**config.mk**
```make
export PLATFORM = sky130hd
export DESIGN_NAME = serial_add_sub_unit
export DESIGN_NICKNAME = d
export VERILOG_FILES = /design/src/rtl/add_sub_pkg.sv /design/src/rtl/digit_add_slice.sv /design/src/rtl/serial_add_sub_unit.sv
export SDC_FILE = /design/constraint.sdc
export NUM_CORES = 1
export LEC_CHECK = 0
export CORE_AREA = 2 2 68 70
export DETAILED_ROUTE_END_ITERATION = 8
export DIE_AREA = 0 0 70 72
export DONT_BUFFER_PORTS = 1
export PLACE_DENSITY_LB_ADDON = 0.1
export RECOVER_POWER = 25
export SLEW_MARGIN = 15
export SYNTH_ARGS = -nofsm -noshare
export SYNTH_HDL_FRONTEND = slang
export SYNTH_HIERARCHICAL = 1
export SYNTH_SLANG_ARGS = --single-unit
```
**constraint.sdc**
```tcl
create_clock -name clk -period 4.4 [get_ports clk]
set_input_delay 0.88 -clock clk [delete_from_list [all_inputs] [get_ports clk]]
set_output_delay 0.88 -clock clk [all_outputs]
set_load 0.005 [all_outputs]
```
**src/rtl/add_sub_pkg.sv**
```systemverilog
// Shared types for the serial add/sub engine: FSM state encoding and op codes.
package add_sub_pkg;

  typedef enum logic [1:0] {
    IDLE = 2'd0,
    RUN  = 2'd1,
    DONE = 2'd2
  } state_t;

  localparam logic OP_ADD = 1'b0;
  localparam logic OP_SUB = 1'b1;

endpackage

```
**src/rtl/digit_add_slice.sv**
```systemverilog
// One DIGIT-wide ripple slice: sum, carry out, and carry into its top bit.
module digit_add_slice #(
  parameter int DIGIT = 1
) (
  input  logic [DIGIT-1:0] x,
  input  logic [DIGIT-1:0] y,
  input  logic             cin,
  output logic [DIGIT-1:0] sum,
  output logic             cout,
  output logic             c_msb
);

  assign {cout, sum} = {1'b0, x} + {1'b0, y} + {{DIGIT{1'b0}}, cin};

  // The carry into the top bit is recovered from that bit's sum and operands.
  assign c_msb = sum[DIGIT-1] ^ x[DIGIT-1] ^ y[DIGIT-1];

endmodule

```
**src/rtl/serial_add_sub_unit.sv**
```systemverilog
// Multi-cycle two's-complement add/sub, DIGIT bits per cycle LSB first, with
// carry / signed-overflow / zero flags.
module serial_add_sub_unit
  import add_sub_pkg::*;
#(
  parameter int WIDTH = 8,
  parameter int DIGIT = 1
) (
  input  logic             clk,
  input  logic             rst_n,
  input  logic             in_valid,
  output logic             in_ready,
  input  logic             op_sub,
  input  logic [WIDTH-1:0] a,
  input  logic [WIDTH-1:0] b,
  output logic             out_valid,
  input  logic             out_ready,
  output logic [WIDTH-1:0] result,
  output logic             carry_out,
  output logic             overflow,
  output logic             zero
);

  // Handshakes: a transfer happens on a rising edge where valid && ready; the
  // producer holds its payload until then, and ready never depends on valid.

  localparam int N  = WIDTH / DIGIT;
  localparam int CW = (N > 1) ? $clog2(N) : 1;
  localparam logic [CW-1:0] LAST = CW'(N - 1);

  if (WIDTH < 2 || DIGIT < 1 || DIGIT > WIDTH || (WIDTH % DIGIT) != 0) begin : g_bad_params
    $error("serial_add_sub_unit: illegal WIDTH/DIGIT combination");
  end

  state_t           state;
  state_t           state_nxt;
  logic [CW-1:0]    cnt;
  logic [WIDTH-1:0] a_sr;
  logic [WIDTH-1:0] b_sr;
  logic [WIDTH-1:0] res_q;
  logic [WIDTH-1:0] res_nxt;
  logic             carry;
  logic             carry_q;
  logic             ovf_q;
  logic             zero_q;
  logic [DIGIT-1:0] dsum;
  logic             dcout;
  logic             dcmsb;
  logic             accept;
  logic             last_digit;

  digit_add_slice #(.DIGIT(DIGIT)) u_slice (
    .x     (a_sr[DIGIT-1:0]),
    .y     (b_sr[DIGIT-1:0]),
    .cin   (carry),
    .sum   (dsum),
    .cout  (dcout),
    .c_msb (dcmsb)
  );

  // Each new digit enters the result from the MSB side, so after N digits
  // the first one has reached bit 0.
  if (DIGIT == WIDTH) begin : g_res_full
    assign res_nxt = dsum;
  end else begin : g_res_shift
    assign res_nxt = {dsum, res_q[WIDTH-1:DIGIT]};
  end

  assign in_ready   = (state == IDLE);
  assign out_valid  = (state == DONE);
  assign accept     = in_valid && in_ready;
  assign last_digit = (state == RUN) && (cnt == LAST);

  always_comb begin
    state_nxt = state;
    case (state)
      IDLE:    if (accept) state_nxt = RUN;
      RUN:     if (last_digit) state_nxt = DONE;
      DONE:    if (out_ready) state_nxt = IDLE;
      default: state_nxt = IDLE;
    endcase
  end

  always_ff @(posedge clk) begin
    if (!rst_n) begin
      state   <= IDLE;
      cnt     <= '0;
      a_sr    <= '0;
      b_sr    <= '0;
      res_q   <= '0;
      carry   <= 1'b0;
      carry_q <= 1'b0;
      ovf_q   <= 1'b0;
      zero_q  <= 1'b0;
    end else begin
      state <= state_nxt;
      if (accept) begin
        // Subtraction is a + ~b + 1: invert B once and seed the carry.
        a_sr  <= a;
        b_sr  <= b ^ {WIDTH{op_sub}};
        carry <= op_sub;
        cnt   <= '0;
      end else if (state == RUN) begin
        a_sr  <= a_sr >> DIGIT;
        b_sr  <= b_sr >> DIGIT;
        res_q <= res_nxt;
        carry <= dcout;
        cnt   <= cnt + 1'b1;
        if (cnt == LAST) begin
          carry_q <= dcout;
          ovf_q   <= dcmsb ^ dcout;
          zero_q  <= (res_nxt == '0);
        end
      end
    end
  end

  assign result    = res_q;
  assign carry_out = carry_q;
  assign overflow  = ovf_q;
  assign zero      = zero_q;

endmodule

```
# After elaboration in Yosys (flattened, before gate mapping)

Index checks and enable logic that the tools add are counted.

Register bits after elaboration: 33
Input bits: 21
Logic and storage cells: 43

$add $sub $neg: 3
Eq/ne operators: 6
Mux-type cells: 10
Bitwise operators: 6
Reductions and logical operators: 9

Operators with widths:

| kind                                                                     | count |
|---|---|
| 8-bit 2-to-1 mux                                                         | 4 |
| 8-bit zero test                                                          | 1 |
| 8-bit XOR                                                                | 1 |
| 2-bit 2-to-1 mux                                                         | 3 |
| 2-bit case mux with 3 select lines                                       | 1 |
| 3-bit AND reduction                                                      | 2 |
| 2-bit by 1-bit inequality test with 1-bit output (second input constant) | 2 |
| 3-bit by 1-bit adder with 3-bit output (second input constant)           | 1 |
| 3-bit == test (second input constant)                                    | 1 |
| 1-bit XOR                                                                | 3 |
| 1-bit by 1-bit adder with 2-bit output                                   | 1 |
| 2-bit by 1-bit adder with 2-bit output                                   | 1 |
| 2-bit by 1-bit == test with 1-bit output (second input constant)         | 1 |
| 2-bit == test (second input constant)                                    | 1 |
| 1-bit logical AND                                                        | 2 |
| 2-bit zero test                                                          | 1 |
| 1-bit 2-to-1 mux                                                         | 2 |
| 2-bit inequality test (second input constant)                            | 1 |
| 1-bit inverter                                                           | 2 |
| 2-bit AND reduction                                                      | 1 |
| 2-bit nonzero test                                                       | 1 |
| 2-bit OR reduction                                                       | 1 |

# Longest topological paths before layout

Word-level depth: 5
Mapped depth: 6

# Modules after synthesis

The synthesis kept the hierarchy.

By module, submodules not included:

| module              | instances | cells an instance | area an instance (um2) | seq. area each (um2) |
|---|---|---|---|---|
| serial_add_sub_unit | 1         | 167               | 1433.9                 | 660.6 |
| digit_add_slice     | 1         | 2                 | 43.8                   | 0.0 |

# Least setup slack after synthesis

OpenSTA, ideal clock, no wires.

Path type: input-to-reg
Start: in op_sub
End: reg carry
Setup time: 122 ps
Arrival: 1632 ps
Data required time: 4278 ps
Slack: 2646 ps
Cell stages on the path: 4
Cells stage by stage: buf_2 > or3b_2 > o21ai_0 > a21oi_1

Cells in the longest elaborated chain, start to end: 1

RTL lines:

| what                 | line                       | source |
|---|---|---|
| from (decl)          | serial_add_sub_unit.sv:13  | `input logic op_sub,` |
| 1-bit 2-to-1 mux     | serial_add_sub_unit.sv:97  | `if (accept) begin` |
| to (signal assigned) | serial_add_sub_unit.sv:101 | `carry <= op_sub;` |
| to (signal assigned) | serial_add_sub_unit.sv:107 | `carry <= dcout;` |
| to (decl)            | serial_add_sub_unit.sv:42  | `logic carry;` |

No other way between the ends.
A chain may end at the register's enable or synchronous reset.

# Worst setup path in the final report

Start: reg state[1]
End: reg b_sr[6]

Cells in the longest elaborated chain, start to end: 3

RTL lines:

| what                                                          | line                       | source |
|---|---|---|
| from (decl)                                                   | serial_add_sub_unit.sv:35  | `state_t state;` |
| from (signal assigned)                                        | serial_add_sub_unit.sv:96  | `state <= state_nxt;` |
| 2-bit zero test                                               | serial_add_sub_unit.sv:69  | `assign in_ready = (state == IDLE);` |
| 1-bit logical AND                                             | serial_add_sub_unit.sv:71  | `assign accept = in_valid && in_ready;` |
| 8-bit 2-to-1 mux / 2-bit nonzero test (equally long branches) | n/a                        |  |
| to (signal assigned)                                          | serial_add_sub_unit.sv:100 | `b_sr <= b ^ {WIDTH{op_sub}};` |
| to (signal assigned)                                          | serial_add_sub_unit.sv:105 | `b_sr <= b_sr >> DIGIT;` |
| to (decl)                                                     | serial_add_sub_unit.sv:39  | `logic [WIDTH-1:0] b_sr;` |

Several ways; a longest one is shown, not always the timed one.

==> summary.txt <==
Floorplanning
  • Die Wd: 70 um
  • Rows: 24
  • Die H: 72 um
  • Initial Utilization: 0.3465
  • Core Region: 0.004264 mm^2
  • Die footprint: 0.005040 mm^2
  • Number of placed I/O pins: 34

Status
  • Outcome: complete, no violations

STA
  • Hold Slack: 0.4624 ns
  • Final setup viols: 0
  • Slew @ Worst Pin: 0.7577 ns
  • Final-report hold violation count: 0
  • Max Freq: 507.4 MHz
  • Pins Over Slew Limit: 0
  • Fraction of the cycle the final worst path needs: 0.4480
  • Skew final: 0.005418 ns
  • Worst slew margin: 0.4948
  • Setup TNS Final: 0 ns
  • Setup ws final: 2.429 ns
  • Min Tclk post-route: 1.971 ns
  • Unrepaired setup endpoints after global routing: no

Synth
  • Mapped cell area: 0.001478 mm^2
  • Post-synthesis sequential area ratio: 0.4471
  • Distinct cells, synth: 35
  • FFs w/ async S/R, synth: 0
  • Avg Inst Size Synth: 8.744 um^2
  • Syn Inst Count: 169
  • Syn Nets: 193
  • Post-synth EDFFs: 0
  • Synthesis-stage register bit count: 33
  • YS warnings: 6
  • Commonest register cell after synthesis: dfxtp_1

Setup path
  • Buffers plus inverters on the worst setup path: 0
  • CP arrival: 2.14 ns
  • Worst path top cell family by delay: simple AND/OR/NAND/NOR gates
  • Critical path class: flip-flop to flip-flop
  • Crit-path max cell delay: 0.66 ns
  • CP Launch Type: flip-flop
  • CP cell instances: nand2b_1 > nor2_1 > a221o_1
  • Crit-path slowest cell: nand2b_1
  • CP endpoint kind: flip-flop
  • Required @ worst endpoint: 4.57 ns
  • Crit-path max FO: 20

Routing
  • Drt pass-1 iters: 4
  • Detailed Route Iter0 Violations: 59
  • DR WL/cell: 14.05 um
  • # DRC: 0
  • Total Wirelength: 3.077 mm
  • Routed Antenna Nets: 0
  • DR vias: 1113
  • Via density: 5.082

Global routing
  • First-pass GRT wire length: 5.119 mm
  • Initial antenna violation count: 0
  • GRT Residual Overflow: 0
  • Total track usage: 0.1298
  • Largest net degree at the start of global routing: 21
  • Vias in the first global route: 1056

Clock network
  • Max clock buf depth: 2
  • # resized after CTS: 0
  • Worst-path clk slew: 0.07 ns
  • Clock Latency Late Sink: 0.28 ns
  • Hold bufs inserted after CTS: 0
  • Cts bufs inserted: 5
  • Depth of the CTS H-tree: 2
  • Root Buffer: clkbuf_8
  • Post-CTS setup buffers: 0
  • CTS tree: built
  • Num Clock Sinks: 33

Placed design
  • IO buf count: 0
  • GP Congestion: 0.6969
  • DP HPWL: 2.171 mm
  • Placed insts: 211
  • DP Worst Slack: 2.386 ns

Cells and area
  • Synthesis-to-layout area growth: 9.907%
  • Fin cells: 219
  • Layout Nets: 190
  • Antenna Cells: 0
  • FF/Latch Area: 660.6 um^2
  • Area of the multi-input gates: 745.7 um^2
  • Fillers: 448
  • Fraction of layout cells with a size suffix above 1: 0.07186

Power
  • Worst vdd ir: 0.2297 mV
  • Leak: 0.5943 nW
  • Pwr dens: 456.3 mW/mm^2

Job
  • Number of max-cap violations: 0

Min path
  • Worst min path class: flip-flop to flip-flop
==> stage by stage <==
step	power [mW]	util	instance area [um^2]
4_1_cts	0.7522	0.3815	1627
6_report	0.7410	0.3809	1624
2_1_floorplan	0.4027	-	1478
3_5_place_dp	0.4118	0.3501	1493
3_3_place_gp	0.4116	0.3501	1493
5_1_grt	0.7767	0.3809	1624
==> area by class of cell <==
type,count,area share
clock buffer,5,0.04237
clock inverter,3,0.04006
inverter,3,0.006934
multi-input combinational,122,0.4592
sequential,33,0.4068
tap,52,0.04006
timing repair buffer,1,0.004622
==> state kept, by name (all words and copies together) (netlist names) <==
register,flops
cnt,3
a_sr,8
carry_out,1
overflow,1
state,2
b_sr,8
zero,1
carry,1
result,8
==> per-layer routing <==
metal | vias up | wire length [um] | track usage
met1 | 505 | 1445 | 0.1623
met4 | 0 | 19 | 0.05128
li1 | 580 | - | -
met5 | - | 0 | 0
met2 | 26 | 1459 | 0.2053
met3 | 2 | 154 | 0.04722
==> logic make-up (layout without fill, tap and decap cells) <==
group | after synthesis | after routing | share of synthesized area
and+or+nand+nor | 64 | 64 | 0.2007
adders and majority gates | 3 | 3 | 0.03048
muxes | 1 | 1 | 0.006774
DFF | 33 | 33 | 0.4471
buffers and inverters | 14 | 12 | 0.04657
AOI/OAI and AO/OA | 43 | 43 | 0.1931
xor gates and xnor gates | 11 | 11 | 0.07536
==> power by group <==
part           switching, mW  total [mW]  leakage (nW)  internal [mW]
Clock                  0.112       0.337        0.0681          0.225
Combinational         0.0377      0.0758         0.256         0.0380
Sequential            0.0126       0.328         0.270          0.315
Total                  0.163       0.741         0.594          0.578
==> layout by cell type (no fill, tap or decap) <==
| master | instances |
|---|---|
| o221a_2 | 1 |
| and3_1 | 1 |
| nor2b_1 | 2 |
| xor3_1 | 1 |
| nand4b_1 | 1 |
| o21ai_1 | 3 |
| nand3b_1 | 1 |
| a221o_1 | 7 |
| mux2i_1 | 1 |
| o21a_1 | 3 |
| a31oi_1 | 5 |
| xor2_1 | 1 |
| nand3_1 | 1 |
| o21ai_0 | 5 |
| inv_1 | 3 |
| or2b_1 | 1 |
| a21oi_1 | 15 |
| nand2_1 | 32 |
| o22a_1 | 1 |
| nand4bb_1 | 1 |
| or3b_2 | 2 |
| nor2_1 | 16 |
| clkinv_2 | 1 |
| clkbuf_8 | 5 |
| nand2b_1 | 2 |
| nor3_1 | 2 |
| fa_1 | 1 |
| a32oi_1 | 1 |
| buf_4 | 1 |
| or3b_1 | 1 |
| dfxtp_1 | 33 |
| o221ai_1 | 2 |
| xnor2_1 | 9 |
| bufinv_16 | 2 |
| nor4_1 | 1 |
| ha_1 | 2 |
==> path summary, 6_finish.rpt <==
| kind | startpoint | slack (ns) | depth (start not counted) | end |
|---|---|---|---|---|
| setup / recovery | state[1] | 2.43 | 3 | b_sr[6] |
| hold / removal | cnt[1] | 0.46 | 2 | cnt[1] |
| setup reg to reg | state[1] | 2.43 | 3 | b_sr[6] |
| hold reg to reg | cnt[1] | 0.46 | 2 | cnt[1] |
==> worst register-to-register path, cell delays in order (launching register included) <==
cell and delay [ns]:
dfxtp_1 0.53, nand2b_1 0.66, nor2_1 0.26, a221o_1 0.41
==> synthesized netlist by cell type (2+ instances only) <==
cell,n,share of area
o21ai_1,3,0.010
buf_2,7,0.024
ha_1,2,0.017
a21oi_1,15,0.051
nand2_1,32,0.081
inv_1,3,0.0076
dfxtp_1,33,0.45
nor3_1,2,0.0068
nor2b_1,2,0.0085
a221o_1,7,0.047
o221ai_1,2,0.012
a31oi_1,5,0.021
or3b_2,2,0.012
clkbuf_1,3,0.0076
nor2_1,16,0.041
o21ai_0,5,0.017
xnor2_1,9,0.053
o21a_1,3,0.015
nand2b_1,2,0.0085
Note: power is estimated with default switching activity, not from simulation.
